$ cat src/rtl/sat_pkg.sv
// Shared SAT-accelerator types: literal encoding and default array sizing.
`ifndef LIT_IDX_MAX
`define LIT_IDX_MAX 127
`endif

package sat_pkg;

  // Signed literal: +v / -v select polarity of variable v, zero means "no literal".
  localparam int LIT_W = $clog2(`LIT_IDX_MAX) + 1;
  typedef logic signed [LIT_W-1:0] lit_t;

  localparam int NUM_PE_DEF    = 4;
  localparam int UCQ_DEPTH_DEF = 8;

  // Complement of a literal (two's complement negate).
  function automatic lit_t lit_neg(input lit_t l);
    return -l;
  endfunction

endpackage

$ cat src/rtl/ucq_fifo.sv
// Circular literal queue with per-entry valid bits and a parallel probe that
// reports whether a literal or its complement is already queued.
module ucq_fifo
  import sat_pkg::*;
#(
  parameter  int DEPTH = UCQ_DEPTH_DEF,
  localparam int AW    = $clog2(DEPTH),
  localparam int CW    = $clog2(DEPTH) + 1
) (
  input  logic          clk,
  input  logic          rst_n,
  input  logic          clr,
  input  logic          push,
  input  lit_t          push_lit,
  input  logic          pop,
  input  lit_t          probe,
  output lit_t          head,
  output logic [CW-1:0] count,
  output logic          empty,
  output logic          hit_same,
  output logic          hit_neg
);

  lit_t             mem [DEPTH];
  logic [DEPTH-1:0] vld;
  logic [AW-1:0]    wr_ptr;
  logic [AW-1:0]    rd_ptr;
  logic [CW-1:0]    cnt;
  logic             full;
  logic             do_push;
  logic             do_pop;
  lit_t             probe_neg;

  assign empty     = (cnt == '0);
  assign full      = (cnt == CW'(DEPTH));
  assign count     = cnt;
  assign do_push   = push && !full;
  assign do_pop    = pop && !empty;
  assign probe_neg = lit_neg(probe);
  assign head      = vld[rd_ptr] ? mem[rd_ptr] : '0;

  // Entry storage write.
  // NOTE: the storage array has no reset; vld qualifies every read, so stale contents are never seen.
  always_ff @(posedge clk) begin
    if (do_push) mem[wr_ptr] <= push_lit;
  end

  // Pointers, occupancy and per-entry valid bits; clr empties the queue.
  // NOTE: non-blocking assignments let every register here sample the pre-edge values of the others.
  always_ff @(posedge clk) begin
    if (!rst_n || clr) begin
      vld    <= '0;
      wr_ptr <= '0;
      rd_ptr <= '0;
      cnt    <= '0;
    end else begin
      if (do_push) begin
        vld[wr_ptr] <= 1'b1;
        wr_ptr      <= wr_ptr + 1'b1;
      end
      if (do_pop) begin
        vld[rd_ptr] <= 1'b0;
        rd_ptr      <= rd_ptr + 1'b1;
      end
      case ({do_push, do_pop})
        2'b10:   cnt <= cnt + 1'b1;
        2'b01:   cnt <= cnt - 1'b1;
        default: ;
      endcase
    end
  end

  // Compare the probe literal and its complement against every live entry.
  always_comb begin
    // NOTE: outputs get defaults before the loop so no path leaves them unassigned (no latch).
    hit_same = 1'b0;
    hit_neg  = 1'b0;
    for (int i = 0; i < DEPTH; i++) begin
      if (vld[i] && (mem[i] == probe))     hit_same = 1'b1;
      if (vld[i] && (mem[i] == probe_neg)) hit_neg  = 1'b1;
    end
  end

endmodule

$ cat src/rtl/ucq_arb.sv
// Unit-clause queue and arbiter: per-PE skid capture, round-robin drain into
// a dedup/complement-checked queue, and an all-PE-accept broadcast of the head.
module ucq_arb
  import sat_pkg::*;
#(
  parameter int NUM_PE    = NUM_PE_DEF,
  parameter int UCQ_DEPTH = UCQ_DEPTH_DEF
) (
  input  logic                    clk,
  input  logic                    rst_n,
  input  logic                    flush,
  input  logic [NUM_PE-1:0]       pe_imply_valid,
  input  logic [NUM_PE*LIT_W-1:0] pe_imply_lit,
  input  logic [NUM_PE-1:0]       pe_conflict,
  output logic [NUM_PE-1:0]       pe_halt,
  output lit_t                    ucarb2bcp_newLit,
  output logic [NUM_PE-1:0]       ucarb2bcp_newLitValid,
  input  logic [NUM_PE-1:0]       bcp2ucarb_newLitAccept,
  input  lit_t                    dec_lit,
  input  logic                    dec_valid,
  output logic                    dec_ready,
  output logic                    conflict,
  output logic                    ucq_empty
);

  localparam int PW = (NUM_PE > 1) ? $clog2(NUM_PE) : 1;
  localparam int SW = PW + 1;
  localparam int CW = $clog2(UCQ_DEPTH) + 1;

  lit_t              imp_lit  [NUM_PE];
  lit_t              skid_lit [NUM_PE];
  logic [NUM_PE-1:0] skid_valid;
  logic [PW-1:0]     rr_ptr;
  logic [NUM_PE-1:0] acc_mask;

  logic [NUM_PE-1:0] rot;
  logic [PW-1:0]     grant_off;
  logic [SW-1:0]     grant_sum;
  logic [PW-1:0]     grant_idx;
  logic [PW-1:0]     rr_next;
  logic              grant_any;

  lit_t              drain_lit;
  logic              drain;
  logic              drain_nz;
  logic              drain_push;
  logic              cmp_hit;
  logic              dec_push;
  logic              fifo_push;
  lit_t              fifo_push_lit;
  logic              fifo_pop;
  lit_t              fifo_head;
  logic [CW-1:0]     fifo_count;
  logic              fifo_empty;
  logic              hit_same;
  logic              hit_neg;
  logic [NUM_PE-1:0] nlv;
  logic [NUM_PE-1:0] acc_next;

  for (genvar g = 0; g < NUM_PE; g++) begin : g_unpack
    assign imp_lit[g] = lit_t'(pe_imply_lit[g*LIT_W +: LIT_W]);
  end

  // Round-robin pick: rotate requests so rr_ptr sits at bit 0, take the lowest set bit.
  always_comb begin
    rot       = NUM_PE'({skid_valid, skid_valid} >> rr_ptr);
    grant_any = |skid_valid;
    grant_off = '0;
    for (int k = NUM_PE - 1; k >= 0; k--) begin
      if (rot[k]) grant_off = PW'(k);
    end
    grant_sum = SW'(rr_ptr) + SW'(grant_off);
    grant_idx = (grant_sum >= SW'(NUM_PE)) ? PW'(grant_sum - SW'(NUM_PE)) : PW'(grant_sum);
    rr_next   = (grant_idx == PW'(NUM_PE - 1)) ? '0 : grant_idx + 1'b1;
  end

  // Drain only when the registered occupancy leaves room; a same-cycle pop does not count.
  assign drain      = grant_any && !conflict && (fifo_count < CW'(UCQ_DEPTH));
  assign drain_lit  = skid_lit[grant_idx];
  assign drain_nz   = drain && (drain_lit != '0);
  assign drain_push = drain_nz && !hit_same && !hit_neg;
  assign cmp_hit    = drain_nz && !hit_same && hit_neg;

  // Decisions enter only when propagation has fully quiesced.
  assign dec_ready     = rst_n && !flush && fifo_empty && !(|skid_valid) && !conflict;
  assign dec_push      = dec_valid && dec_ready;
  assign fifo_push     = drain_push || dec_push;
  assign fifo_push_lit = dec_push ? dec_lit : drain_lit;

  // Broadcast: the head retires once every PE has accepted it, this cycle or earlier.
  assign nlv      = {NUM_PE{!fifo_empty && !conflict}} & ~acc_mask;
  assign acc_next = acc_mask | (nlv & bcp2ucarb_newLitAccept);
  assign fifo_pop = !fifo_empty && !conflict && (&acc_next);

  assign pe_halt               = skid_valid;
  assign ucarb2bcp_newLit      = fifo_head;
  assign ucarb2bcp_newLitValid = nlv;
  assign ucq_empty             = fifo_empty && !(|skid_valid);

  ucq_fifo #(.DEPTH(UCQ_DEPTH)) u_fifo (
    .clk      (clk),
    .rst_n    (rst_n),
    .clr      (flush),
    .push     (fifo_push),
    .push_lit (fifo_push_lit),
    .pop      (fifo_pop),
    .probe    (drain_lit),
    .head     (fifo_head),
    .count    (fifo_count),
    .empty    (fifo_empty),
    .hit_same (hit_same),
    .hit_neg  (hit_neg)
  );

  // Skid literal capture; skid_valid qualifies the contents.
  always_ff @(posedge clk) begin
    for (int i = 0; i < NUM_PE; i++) begin
      if (pe_imply_valid[i] && !skid_valid[i]) skid_lit[i] <= imp_lit[i];
    end
  end

  // Skid valids, grant pointer, accept mask and sticky conflict; reset and flush clear all.
  always_ff @(posedge clk) begin
    if (!rst_n || flush) begin
      skid_valid <= '0;
      rr_ptr     <= '0;
      acc_mask   <= '0;
      conflict   <= 1'b0;
    end else begin
      for (int i = 0; i < NUM_PE; i++) begin
        if (drain && (grant_idx == PW'(i)))           skid_valid[i] <= 1'b0;
        else if (pe_imply_valid[i] && !skid_valid[i]) skid_valid[i] <= 1'b1;
      end
      if (drain) rr_ptr <= rr_next;
      acc_mask <= fifo_pop ? '0 : acc_next;
      if ((|pe_conflict) || cmp_hit) conflict <= 1'b1;
    end
  end

endmodule

$ cat config.mk
export PLATFORM = sky130hd
export DESIGN_NAME = ucq_arb
export DESIGN_NICKNAME = d
export VERILOG_FILES = /design/src/rtl/sat_pkg.sv /design/src/rtl/ucq_fifo.sv /design/src/rtl/ucq_arb.sv
export SDC_FILE = /design/constraint.sdc
export NUM_CORES = 1
export LEC_CHECK = 0
export CAP_MARGIN = 20
export CORE_MARGIN = 1
export CORE_UTILIZATION = 25
export DETAILED_ROUTE_END_ITERATION = 12
export PLACE_DENSITY = 0.52
export SLEW_MARGIN = 10
export SYNTH_ARGS = -nofsm -noshare
export SYNTH_HDL_FRONTEND = slang
export SYNTH_SLANG_ARGS = --single-unit
$ cat constraint.sdc
create_clock -name clk -period 20.6 [get_ports clk]
set_input_delay 4.12 -clock clk [delete_from_list [all_inputs] [get_ports clk]]
set_output_delay 4.12 -clock clk [all_outputs]
set_load 0.05 [all_outputs]
======== Yosys cells after proc, flatten, opt, wreduce, memory -nomap -nowiden ========
Memory sizes are Yosys's and may differ from the RTL's. A register that Yosys moved wholly into a read port is not among the register bits.
Index checks and enable logic that the tools add are counted.
storage, ports and cells
  flip-flop bits (word level) ............. 29
  RAM bits ................................ 96
  bits of input ports ..................... 56
  output and inout bits ................... 19
  word-level logic and storage cells ...... 172
  memories ................................ 2
cells by class
  add/subtract/negate cells ............... 8
  $lt $le $gt $ge ......................... 6
  equal/unequal tests ..................... 22
  shifts and indexed selects .............. 1
  multiplexer cells ....................... 46
  bitwise logic cells ..................... 7
  reduce and logical (&&, ||, !) cells .... 69
memories
  memory      words  width  read ports  clocked after memory_dff  write ports  RTL line        text
  u_fifo.mem  8      8      9           1                         1            ucq_fifo.sv:24  lit_t mem [DEPTH];
  skid_lit    4      8      1           0                         4            ucq_arb.sv:31   lit_t skid_lit [NUM_PE];
operator list
  cell                                                                                 count
  8-bit equality test                                                                  16
  1-bit logical AND                                                                    42
  8-bit two-way mux                                                                    5
  1-bit two-way mux                                                                    29
  1-bit zero test                                                                      12
  2-bit two-way mux                                                                    6
  2-bit OR reduction                                                                   5
  4-bit AND                                                                            2
  8-bit AND                                                                            1
  3-bit by 4-bit < comparator with 1-bit output, second input constant                 2
  8-bit negator                                                                        1
  8-bit inverter                                                                       1
  8-bit OR                                                                             1
  4-bit one-hot mux with 2 select lines                                                1
  8-bit nonzero test                                                                   1
  4-bit OR reduction                                                                   2
  8-bit by 2-bit right shift with 4-bit output                                         1
  3-bit by 1-bit adder with 3-bit output, second input constant                        2
  1-bit demux with 3-bit select                                                        2
  2-bit equality test, second input constant                                           3
  3-bit by 1-bit greater-or-equal comparator with 1-bit output, second input constant  2
  3-bit two-way mux                                                                    2
  4-bit by 1-bit adder with 4-bit output, second input constant                        1
  2-bit by 1-bit equality test with 1-bit output, second input constant                2
  other kinds (15)                                                                     17

======== Logic depth before layout (Yosys ltp) ========
An unclocked memory read counts as a cell.
  depth after elaboration ................. 28
  gate-level depth with buffers ........... 33
  gate-level depth less buffers ........... 29

======== Cells and area by module ========
A second synthesis with hierarchy kept.
unflattened totals
  cells, all modules ...................... 674
  area, all modules ....................... 7,418.4 um2
by module, submodules not included
  module    instances  cells each  area each (um2)  seq. area each (um2)
  ucq_fifo  1          455         5,190.0          2,342.2
  ucq_arb   1          219         2,228.4          1,181.1

======== Worst setup path before layout ========
No wires, ideal clock.
  kind .................................... input -> output
  from .................................... input flush
  to ...................................... output dec_ready
  arrival time ............................ 5,550 ps
  required time ........................... 16,480 ps
  path slack .............................. 10,930 ps
  stages .................................. 2
  buffers on the path ..................... 0
  cells stage by stage .................... nand2b_1 > nor3b_1
on the way
  longest elaborated chain between the ends .. 5
RTL lines
  item                            RTL line       text
  start, declared                 ucq_arb.sv:11  input logic flush,
  1-bit zero test                 ucq_arb.sv:85  assign dec_ready = rst_n && !flush && fifo_empty && !(|skid_valid) && !conflict;
  1-bit logical AND (4 in a row)  ucq_arb.sv:85
  end, declared                   ucq_arb.sv:21  output logic dec_ready,
No other way between the ends.

======== Final worst setup path ========
Same ends and word-level chain as after synthesis.

==> flow_summary_export.csv <==
group,metric,value,unit
power,irDropWorstVdd,0.0000543,V
critical_path,slowest_delay,0.87,ns
critical_path,crit_fanout,13,
global_route,grt_pass1_wl,47000,um
route,drc_errors,0,
placement,routabilityCongestion,0.883,
clock_tree,cts_setup_buffers,0,
route,drt-initial-drc-count,774,
floorplan,core_area,36500,um2
power,comb_power_share,35.4,%
logic_synthesis,synth-simple-area-share,23.0,%
logic_synthesis,syn_avg_cell_area,9.67,um2
placement,dp_hpwl,23800,um
floorplan,ios,75,
critical_path,cp_data_arrival_time,6.22,ns
critical_path,cp-end-kind,"primary output",
cells_and_area,insertedDiodeCount,0,
critical_path,crit_chain,"clkdlybuf4s50_1 -> nand2b_1 -> nor3b_1 -> clkdlybuf4s50_1",
clock_tree,ctsLongestPathBuffers,2,
power,pwr-share-seq,31.9,%
power,clkPwrFrac,32.7,%
clock_tree,clkLatencyLatePin,0.43,ns
placement,portBuffers,74,
power,p_sw_share,36.5,%
cells_and_area,layout_commonest_cell,"nor2_1",
logic_synthesis,synthMuxAreaShare,13.2,%
route,post_drt_wl_per_cell,20.8,um
timing,max_slew.worst_pin.slew,1.22,ns
global_route,grt_pass1_vias,7658,
run,drv_cap,0,
cells_and_area,drive_above_1_share,12.1,%
outcome,status,"complete, no violations",
timing,fin_crit_sh,50.2,%
clock_tree,clk_pin_slew,0.06,ns
route,ant_nets,0,
timing,drv_slew,0,
power,switchingPower,358,uW
floorplan,start_util,25.4,%
timing,slew_headroom,18.7,%
timing,min_period,10.34,ns
logic_synthesis,synthFlopType,"edfxtp_1",
timing,clock-skew-final,0.00993,ns
timing,hold_violations,0,
power,power_density,88.7,nW/um2
logic_synthesis,netlist_top_cells_area,"edfxtp_1, mux4_2, dfxtp_1",
logic_synthesis,synth-async-reset-ratio,0,%
timing,rsz0062_at_grt,"no",
route,vias,7904,
global_route,antenna_found_initial,0,
critical_path,crit_required,16.48,ns
placement,dp.cells,1458,
clock_tree,htree_levels,4,
clock_tree,cts_tree,"yes",
logic_synthesis,synth_fa_ha_area_share,1.49,%
critical_path,cp-start-kind,"input port",
clock_tree,cts_sinks,128,
clock_tree,cts_buffers,17,
clock_tree,cts-resized-gates,0,
timing,setup_viol,0,
worst_hold_path,hp-class,"flop to flop",
logic_synthesis,seq_area_frac_synth,38.0,%
cells_and_area,nets,1076,
global_route,track_usage,16.5,%
logic_synthesis,yosys_warnings,0,
route,dr.pass1.iters,5,
logic_synthesis,synth_top_family_by_area,"simple AND/OR/NAND/NOR gates",
floorplan,dieHeight,194,um
logic_synthesis,netlist_area,9260,um2
clock_tree,ctsHoldBuffers,0,
global_route,grt-ovfl-total,0,
route,avgViaCountPerCell,5.30,
logic_synthesis,synth-xor-area-share,6.81,%
route,routed_wl,31100,um
timing,fin_tns_setup,0,ns
global_route,grt_max_degree,48,
logic_synthesis,synthCells,958,
logic_synthesis,synth_top_area_share,31.1,%
power,leakage,3.48,nW
critical_path,path_class,"input port to primary output",
floorplan,die_area,37800,um2
floorplan,die_w,194,um
power,p_int,623,uW
timing,fmax,0.0967,GHz
logic_synthesis,syn-num-nets,1025,
cells_and_area,layout.cells.non_filler,1490,
logic_synthesis,ys_ff_latch,128,
cells_and_area,mostFrequentLayoutCells,"nor2_1, edfxtp_1, clkdlybuf4s50_1",
cells_and_area,syn2layout_area_growth,19.3,%
logic_synthesis,synth_edf_count,96,
critical_path,cp_slowest_cell,"clkdlybuf4s50_1",
floorplan,rows,70,
logic_synthesis,synth_compound_area_share,14.1,%
clock_tree,root_buffer,"clkbuf_16",
logic_synthesis,yosys.area.top_type,"edfxtp_1",
logic_synthesis,synth_cell_type_count,80,
critical_path,crit_top_cell,"clkdlybuf4s50_1",
-- power by group through the flow --
stage | logic, mW | registers, mW | clock network [mW]
final | 0.347 | 0.313 | 0.320
after global routing | 0.375 | 0.314 | 0.337
after CTS | 0.345 | 0.312 | 0.326
after detailed placement | 0.342 | 0.318 | 0
after global placement | 0.341 | 0.318 | 0
after floorplan | 0.247 | 0.314 | 0
-- final timing paths --
| check | slack, ns | cells past startpoint | from | endpoint |
|---|---|---|---|---|
| worst max register to register | 12.35 | 28 | pe_halt[1] | u_fifo.count[2] |
| worst min register to register | 0.50 | 2 | acc_mask[1] | acc_mask[1] |
| worst max-delay path | 10.26 | 4 | flush | dec_ready |
| worst min-delay path | 0.50 | 2 | acc_mask[1] | acc_mask[1] |
-- sequential cells by signal (all words and copies together) (netlist names), named ones only --
name / flops
u_fifo.wr_ptr: 3
acc_mask: 4
rr_ptr: 2
pe_halt: 4
u_fifo.mem: 64
u_fifo.count: 4
u_fifo.vld: 8
conflict: 1
skid_lit: 32
u_fifo.rd_ptr: 3
-- layer usage --
metal	part of all wire, %	vias to the layer above	global-route usage, %
met3	4.2	26	2.29
met2	51	223	28.9
li1	-	3749	-
met5	0	-	0
met4	1.5	0	4.17
met1	43	3906	21.1
-- cell usage after synthesis, drive strengths merged (3+ instances only) --
cell type,instances
nor2,113
edfxtp,96
nor3,67
o21ai,62
a21oi,59
nand2,54
xnor2,49
mux4,34
buf,33
dfxtp,32
mux2i,32
clkbuf,25
nand3,25
xor2,23
or3,22
nor2b,18
nor4,18
nand4,14
mux2,12
nor4b,12
ha,11
a2111oi,9
nand2b,9
a21boi,8
and3,8
o21a,8
a21o,7
a31oi,7
inv,7
o211ai,7
o22ai,7
or2,7
nand4b,6
and2,5
o2111ai,5
or4,5
a221oi,4
nand3b,4
nor3b,4
and3b,3
o31ai,3
-- final cells by class --
class | count | area (um2)
multi-input cells | 765 | 5450
well taps | 468 | 586
fillers | 3769 | 25500
flip-flops and latches | 128 | 3520
clock buffers | 18 | 429
clock inverters | 14 | 178
inverters | 7 | 26.3
repair buffers | 90 | 861
-- cell families (layout without fill, tap and decap cells) --
group,after synthesis,after routing
multiplexers,78,78
adder cells (fa/ha/maj),11,11
AND/OR/NAND/NOR,399,399
flip-flops,128,128
AO/OA/AOI/OAI,205,205
buffers and inverters,65,129
XOR/XNOR,72,72
-- metrics by stage --
stage | power [mW] | hold WS [ns] | worst slack [ns] | cell area [um2] | util, %
after global placement | 0.658 | 0.483 | 10.29 | 10400 | 28.6
after detailed placement | 0.660 | 0.489 | 10.24 | 10400 | 28.6
after CTS | 0.984 | 0.506 | 10.23 | 11000 | 30.3
after global routing | 1.03 | 0.533 | 10.18 | 11000 | 30.3
final | 0.980 | 0.499 | 10.26 | 11000 | 30.3
after floorplan | 0.560 | 0.459 | 10.93 | 9260 | -
-- critical path: cells and delay by family --
kind                   cells  cell delay, ns
buffers and inverters      2            1.28
AND/OR/NAND/NOR            2            0.82
Note: power is estimated with default switching activity, not from simulation.
